## config.mk

```make
export PLATFORM = sky130hd
export DESIGN_NAME = operand_issue_stage
export DESIGN_NICKNAME = d
export VERILOG_FILES = /design/src/rtl/cvp14_pkg.sv /design/src/rtl/operand_fifo2.sv /design/src/rtl/operand_issue_stage.sv
export SDC_FILE = /design/constraint.sdc
export NUM_CORES = 2
export LEC_CHECK = 0
export ABC_CLOCK_PERIOD_IN_PS = 52600
export CORE_AREA = 4 4 437 439
export DETAILED_ROUTE_END_ITERATION = 16
export DIE_AREA = 0 0 441 443
export GPL_TIMING_DRIVEN = 0
export PLACE_DENSITY = 0.51
export SLEW_MARGIN = 20
export SYNTH_ARGS = -nofsm -noshare
export SYNTH_HDL_FRONTEND = slang
export SYNTH_HIERARCHICAL = 1
export SYNTH_SLANG_ARGS = --single-unit
```

## constraint.sdc

```tcl
create_clock -name clk -period 52.6 [get_ports clk]
set_input_delay 10.52 -clock clk [delete_from_list [all_inputs] [get_ports clk]]
set_output_delay 10.52 -clock clk [all_outputs]
set_load 0.1 [all_outputs]
```

## src/rtl/cvp14_pkg.sv

```systemverilog
// Shared definitions for the cvp14 vector datapath: functype codes, operand entry layout
// and small width-extension helpers used when forming scalar/offset operands.
package cvp14_pkg;

    localparam int LANES_DEF  = 16;
    localparam int LANE_W_DEF = 16;
    localparam int VW_DEF     = LANES_DEF * LANE_W_DEF;

    localparam logic [3:0] FT_VADD = 4'h0;
    localparam logic [3:0] FT_VDOT = 4'h1;
    localparam logic [3:0] FT_SMUL = 4'h2;
    localparam logic [3:0] FT_SST  = 4'h3;
    localparam logic [3:0] FT_VLD  = 4'h4;
    localparam logic [3:0] FT_VST  = 4'h5;
    localparam logic [3:0] FT_SLL  = 4'h6;
    localparam logic [3:0] FT_SLH  = 4'h7;
    localparam logic [3:0] FT_NOP  = 4'hF;

    // Buffered entry at the default geometry; parametrised instances use the same
    // {functype, op1, op2} ordering in a flat vector.
    typedef struct packed {
        logic [3:0]        functype;
        logic [VW_DEF-1:0] op1;
        logic [VW_DEF-1:0] op2;
    } entry_t;

    // Helpers work in a 32-bit container; callers truncate to the lane width.
    function automatic logic [31:0] low_mask(input int w);
        return (w >= 32) ? 32'hFFFF_FFFF : ((32'd1 << w) - 32'd1);
    endfunction

    function automatic logic [31:0] zext(input logic [31:0] v, input int w);
        return v & low_mask(w);
    endfunction

    function automatic logic [31:0] sext(input logic [31:0] v, input int w);
        logic [31:0] r;
        r = v & low_mask(w);
        if (|(v & (32'd1 << (w - 1))))
            r = r | ~low_mask(w);
        return r;
    endfunction

    // Codes 8..E are undefined; F is NOP and is legal.
    function automatic logic is_illegal(input logic [3:0] ft);
        return ft[3] && (ft != FT_NOP);
    endfunction

endpackage

```

## src/rtl/operand_fifo2.sv

```systemverilog
// Two-entry FIFO holding formed operand entries. Entry 0 is always the head;
// a pop shifts entry 1 down so the head never needs a read pointer.
module operand_fifo2 #(
    parameter int WIDTH = 516
) (
    input  logic             clk,
    input  logic             rst,
    input  logic             flush,
    input  logic             push,
    input  logic             pop,
    input  logic [WIDTH-1:0] din,
    output logic [WIDTH-1:0] dout,
    output logic [1:0]       count
);

    logic [WIDTH-1:0] mem0;
    logic [WIDTH-1:0] mem1;
    logic [1:0]       wr_idx;

    assign wr_idx = pop ? (count - 2'd1) : count;
    assign dout   = mem0;

    always_ff @(posedge clk) begin
        if (rst || flush)
            count <= 2'd0;
        else
            count <= count + {1'b0, push} - {1'b0, pop};
    end

    // Data needs no reset: the top masks the head whenever count is zero.
    // When push and pop coincide at count 1, the push into slot 0 overrides the shift.
    always_ff @(posedge clk) begin
        if (pop)
            mem0 <= mem1;
        if (push) begin
            if (wr_idx == 2'd0)
                mem0 <= din;
            else
                mem1 <= din;
        end
    end

endmodule

```

## src/rtl/operand_issue_stage.sv

```systemverilog
// Registered operand picker with a 2-entry valid/ready buffer.
// Optional downstream stall counter enabled by defining OPERAND_STALL_PERF_EN.
module operand_issue_stage
    import cvp14_pkg::*;
#(
    parameter int LANES  = 16,
    parameter int LANE_W = 16,
    parameter int OFF_W  = 6,
    parameter int IMM_W  = 8
) (
    input  logic                    clk,
    input  logic                    rst,
    input  logic                    flush,
    input  logic                    in_valid,
    output logic                    in_ready,
    input  logic [3:0]              functype,
    input  logic [LANES*LANE_W-1:0] vectorData1,
    input  logic [LANES*LANE_W-1:0] vectorData2,
    input  logic [LANE_W-1:0]       scalarData1,
    input  logic [LANE_W-1:0]       scalarData2,
    input  logic [IMM_W-1:0]        immediate,
    input  logic [OFF_W-1:0]        offset,
    output logic                    out_valid,
    input  logic                    out_ready,
    output logic [3:0]              out_functype,
    output logic [LANES*LANE_W-1:0] op1,
    output logic [LANES*LANE_W-1:0] op2,
    output logic                    illegal_op,
    output logic [31:0]             stall_cnt
);

    localparam int VW = LANES * LANE_W;
    localparam int EW = 4 + 2 * VW;

    logic [VW-1:0] op1_n;
    logic [VW-1:0] op2_n;
    logic          accept;
    logic          push;
    logic          pop;
    logic [1:0]    count;
    logic [EW-1:0] head;

    assign in_ready  = (count != 2'd2);
    assign accept    = in_valid && in_ready;
    assign out_valid = (count != 2'd0);
    assign pop       = out_valid && out_ready;
    // NOP and undefined codes complete the handshake but never occupy a slot.
    assign push      = accept && !functype[3] && !flush;

    always_comb begin
        op1_n = '0;
        op2_n = '0;
        case (functype)
            FT_VADD, FT_VDOT: begin
                op1_n = vectorData1;
                op2_n = vectorData2;
            end
            FT_SMUL: begin
                op1_n = vectorData1;
                op2_n = {LANES{scalarData1}};
            end
            FT_SST: begin
                op1_n[LANE_W-1:0]        = scalarData1;
                op1_n[2*LANE_W-1:LANE_W] = scalarData2;
                op2_n[LANE_W-1:0]        = LANE_W'(sext(32'(offset), OFF_W));
            end
            FT_VLD, FT_VST: begin
                op1_n[LANE_W-1:0] = scalarData1;
                op2_n[LANE_W-1:0] = LANE_W'(sext(32'(offset), OFF_W));
            end
            FT_SLL, FT_SLH: begin
                op1_n[LANE_W-1:0] = scalarData1;
                op2_n[LANE_W-1:0] = LANE_W'(zext(32'(immediate), IMM_W));
            end
            default: ;
        endcase
    end

    operand_fifo2 #(
        .WIDTH (EW)
    ) u_fifo (
        .clk   (clk),
        .rst   (rst),
        .flush (flush),
        .push  (push),
        .pop   (pop),
        .din   ({functype, op1_n, op2_n}),
        .dout  (head),
        .count (count)
    );

    assign out_functype = out_valid ? head[EW-1 -: 4]     : FT_NOP;
    assign op1          = out_valid ? head[2*VW-1:VW]     : '0;
    assign op2          = out_valid ? head[VW-1:0]        : '0;

    // Reported even when a flush discards the same-cycle accept.
    always_ff @(posedge clk) begin
        if (rst)
            illegal_op <= 1'b0;
        else
            illegal_op <= accept && is_illegal(functype);
    end

`ifdef OPERAND_STALL_PERF_EN
    logic [31:0] stall_q;

    always_ff @(posedge clk) begin
        if (rst)
            stall_q <= 32'd0;
        else if (out_valid && !out_ready && (stall_q != 32'hFFFF_FFFF))
            stall_q <= stall_q + 32'd1;
    end

    assign stall_cnt = stall_q;
`else
    assign stall_cnt = 32'd0;
`endif

endmodule

```

After elaboration in Yosys (flattened, before gate mapping) --
Cells that the tools add are included.
Word-level totals: register bits 1035, word-level logic and storage cells 48
Operators by class: reduce and logical (&&, ||, !) cells 18, $add $sub $neg 3, equal/unequal tests 9, muxes and demuxes 13, bitwise gates (word level) 1
Operator list (count):
- $mux 516 | 3
- $mux 256 | 2
- $pmux 240 s2 | 1
- $mux 224 | 1
- $pmux 16 s2 | 2
- $pmux 16 s4 | 1
- $eq 4x3->1 const B | 4
- $mux 16 | 1
- $eq 4x2->1 const B | 2
- $logic_and 1x1->1 | 6
- $reduce_or 3->1 | 2
- $reduce_or 5->1 | 1
- $eq 4x1->1 const B | 1
- $logic_not 4->1 | 1
- $mux 4 | 1
- $ne 4x4->1 const B | 1
- $reduce_or 2->1 | 2
- $add 2x1->2 | 1
- $logic_not 1->1 | 2
- $logic_not 2->1 | 1
- $mux 2 | 1
- $ne 2x2->1 const B | 1
- $reduce_and 2->1 | 1
- $reduce_bool 2->1 | 1
- 4 further kinds | 4

Logic depth before layout (Yosys ltp) --
depth after elaboration 6, depth in mapped cells 11, gate-level depth less buffers 8

Cells and area by module --
The synthesis kept the hierarchy.
By module, submodules not included:
- operand_fifo2 | sequential area each 25864.8 sq um, cells each 2192, instances 1, area an instance 38165.4 sq um
- operand_issue_stage | sequential area each 20.0 sq um, cells each 1260, instances 1, area an instance 8145.3 sq um

Worst setup path before layout --
Ideal clock, no wire load.
kind input to register, start point input port functype[3], end point register u_fifo.mem1[0] (enable), required time 50.411 ns, buffers on the path 1, data arrival time 48.046 ns, slack 2.365 ns, cell stages on the path 3, cells stage by stage buf_2 -> nor3_1 -> a21boi_0
On the way: longest elaborated chain between the ends 4
RTL lines:
- start: declaration | RTL line operand_issue_stage.sv:16 | input logic [3:0] functype,
- $logic_not 1->1 | RTL line operand_issue_stage.sv:48 | assign push = accept && !functype[3] && !flush;
- $logic_and 1x1->1 (2 in series) | RTL line operand_issue_stage.sv:48
- named net push | RTL line operand_issue_stage.sv:38 | logic push;
- $reduce_and 2->1 (no line)
- end signal: assignment | RTL line operand_fifo2.sv:39 | mem1 <= din;
- end: declaration | RTL line operand_fifo2.sv:17 | logic [WIDTH-1:0] mem1;
The timed path passes the listed nets, and every way through them passes these cells. A chain may end at the register's enable or synchronous reset.

Final worst setup path --
start point register u_fifo.count[1], end point output port op2[211]
On the way: longest elaborated chain between the ends 2
RTL lines:
- start: declaration | RTL line operand_fifo2.sv:13 | output logic [1:0] count
- start signal: assignment | RTL line operand_fifo2.sv:27 | count <= count + {1'b0, push} - {1'b0, pop};
- $reduce_bool 2->1 | RTL line operand_issue_stage.sv:45 | assign out_valid = (count != 2'd0);
- $mux 256 | RTL line operand_issue_stage.sv:94 | assign op2 = out_valid ? head[VW-1:0] : '0;
- end: declaration | RTL line operand_issue_stage.sv:27 | output logic [LANES*LANE_W-1:0] op2,
Every way passes these cells.

==> results.yml <==
synth:
  yosysSeqAreaShare_pct: 55.9
  ys_ff_latch: 1035
  netlist_instances: 3452
  synth_mux_area_share_pct: 25.1
  synth_compound_area_share_pct: 4.90
  synth_ff_type: "dfxtp_1"
  synth_top_area_cell: "edfxtp_1"
  syn_area_sq_um: 46300
  synth_cell_types: 38
  synth_top_family_by_area: "multiplexers"
  synth_xor_area_share_pct: 0.0729
  synthSimpleGateAreaFrac_pct: 10.6
  netlist_top_cells_count: "mux2_2 (856), and2_1 (753), dfxtp_1 (519)"
  synth-edff-count: 516
  ys.warnings.count: 6
  async_flop_share_pct: 0
  synthAdderAreaFrac_pct: 0.0540
  yosysMostFrequentCell: "mux2_2"
  synth_area_leaders: "edfxtp_1 (33%), dfxtp_1 (22%), mux2_2 (21%)"
  synth_top_area_share_pct: 33.5
  synth_area_per_cell_sq_um: 13.4
critical_path:
  cp_cell_sequence: "or2_1 > clkbuf_1 > buf_2 > buf_2 > clkbuf_1 > and2_1 > clkdlybuf4s50_1"
  cp_slowest_cell: "clkdlybuf4s50_1"
  worstPathArrival_ns: 4.59
  critical_path_required_ns: 42.08
  setup.worst_path.end_class: "primary output"
  slowest_delay_ns: 1.27
  worst-path-max-fanout: 10
  path_class: "flip-flop to primary output"
  start_kind: "flip-flop"
layout:
  fin_util_pct: 35.0
  nNetsFinal: 5303
  stdcell_count: 7365
  synthToLayoutAreaGrowth_pct: 41.6
  multiInputGateArea_sq_um: 19000
  n_fill_cell: 18600
  regArea_sq_um: 25900
  drive_gt1_share_pct: 25.8
power_and_ir_drop:
  worst_ir_drop_vdd_mv: 0.0237
  clkPwrFrac_pct: 39.5
  power.share.switching_pct: 25.9
  p_leak_uw: 0.0266
  power_density_nw_per_um2: 34.1
  power_uw: 2240
  pwr-share-seq_pct: 43.7
  p_comb_share_pct: 16.8
  p_int_uw: 1660
  power.net_switching_uw: 579
sta:
  min_period_ns: 15.11
  holdWs_ns: 0.565
  setup_viol: 0
  finalHoldViolations: 0
  max_freq_mhz: 66.2
  rsz0062_at_grt: "false"
  fin_skew_ns: 0.0391
  tightest_slew_ns: 1.18
  tns_ns: 0
  slew_headroom_pct: 20.9
  period_share_pct: 28.7
  finalMaxSlewViolations: 0
min_path:
  hold_path_class: "flip-flop to flip-flop"
route:
  drt-initial-drc-count: 1475
  avgViaCountPerCell: 4.36
  wl_per_cell_microns: 26.9
  ant_nets: 0
  vias: 32100
  wirelength_mm: 198
  dr.pass1.iters: 5
  drcViolationCount: 0
place:
  place.gp.congestion: 0.829
  place_inst: 7097
  hpwl_mm: 152
  portBuffers: 1085
grt:
  first_global_vias: 33100
  grt_pass1_wl_mm: 267
  grt_max_degree: 20
  track_usage_pct: 19.6
  antenna_found_initial: 70
  grt-ovfl-total: 0
clocking:
  cts_sinks: 1035
  root_buffer: "clkbuf_16"
  htreeDepth: 4
  numCtsBuffers: 130
  cts_hold_buf: 0
  cts.clk_slew.worst_paths_ns: 0.06
  cts.repair.resized: 0
  clk_path_buf_depth: 3
  insertion_delay_ns: 0.79
  cts_tree: "done"
  postCtsSetupRepairBufs: 0
flow_run:
  maxCapViolations: 0
die:
  fp.dieArea_sq_um: 195000
  row_count: 159
  core_area_sq_um: 187000
  io_pins: 1118
  die_x_microns: 441
  start_util_pct: 24.7
  fp.dieH_microns: 443
status:
  status: "complete, no violations"
==> area by class of cell <==
class / count / share of cell area (%)
Sequential cell: 1035 / 39.5
Multi-Input combinational cell: 2147 / 29.0
Timing Repair Buffer: 1119 / 17.9
Clock buffer: 204 / 5.85
Tap cell: 2495 / 4.76
Buffer: 299 / 2.38
Clock inverter: 35 / 0.567
Antenna cell: 29 / 0.111
Inverter: 2 / 0.0115
==> cells in the final DEF (no fill, tap or decap), types with 29 or more instances in the layout <==
cell type | Yosys | layout
clkdlybuf4s50_1 | 0 | 1072
mux2_2 | 856 | 856
clkbuf_16 | 0 | 136
buf_4 | 70 | 70
a22o_1 | 35 | 35
clkbuf_1 | 115 | 159
mux2_1 | 176 | 176
buf_2 | 74 | 87
and2_1 | 753 | 753
buf_16 | 0 | 32
dfxtp_1 | 519 | 519
edfxtp_1 | 516 | 516
conb_1 | 1 | 32
diode_2 | 0 | 29
buf_1 | 30 | 30
a21o_1 | 240 | 240
==> per-stage QoR <==
stage          setup WS (ns)  instance area, sq um
3_5_place_dp           38.18                 61300
3_3_place_gp          -29.63                 60400
6_report               37.49                 65600
4_1_cts                37.29                 65500
2_1_floorplan           2.37                 46400
5_1_grt                37.24                 65500
==> per-layer routing <==
| layer | wire (microns) | global-route usage (%) |
|---|---|---|
| met1 | 72900 | 20.8 |
| met2 | 102000 | 34.9 |
| met3 | 14300 | 6.45 |
| met4 | 8620 | 9.26 |
| met5 | 225 | 0 |
==> path summary, 6_finish.rpt <==
| check | from | endpoint | slack [ns] | cells after the start |
|---|---|---|---|---|
| setup / recovery | u_fifo/count[1]$_SDFF_PP0_ | op2[211] | 37.49 | 7 |
| hold / removal | u_fifo/mem1[279]$_DFFE_PP_ | u_fifo/dout[279]$_DFF_P_ | 0.56 | 2 |
| setup reg to reg | u_fifo/count[1]$_SDFF_PP0_ | u_fifo/mem1[447]$_DFFE_PP_ | 48.26 | 13 |
| hold reg to reg | u_fifo/mem1[279]$_DFFE_PP_ | u_fifo/dout[279]$_DFF_P_ | 0.56 | 2 |
==> registers in the layout (all words and copies together) (netlist names) <==
| name | count |
|---|---|
| illegal_op | 1 |
| u_fifo/mem1 | 516 |
| u_fifo/dout | 516 |
| u_fifo/count | 2 |
==> power by group through the flow <==
| stage | registers, uW | logic (uW) | clock network (uW) |
|---|---|---|---|
| floorplan | 989 | 265 | 0 |
| global placement | 1010 | 370 | 0 |
| detailed placement | 996 | 378 | 0 |
| CTS | 980 | 380 | 913 |
| global route | 990 | 402 | 944 |
| finish | 978 | 375 | 885 |
==> worst max-delay path: cells and delay by family, from the launching register on <==
family / cells / cell delay (ns)
buf+inv: 5 / 3.02
simple gates: 2 / 0.34
flops: 1 / 0.42
==> logic make-up (layout without fill, tap and decap cells) <==
kind of cell / count (synthesis) / count (layout)
other: 1 / 61
adders and majority gates: 2 / 2
and+or+nand+nor: 781 / 781
buffers and inverters: 301 / 1659
muxes: 1032 / 1032
DFF: 1035 / 1035
xor gates and xnor gates: 3 / 3
AOI/OAI and AO/OA: 297 / 297
(Power assumes the default switching activity.)
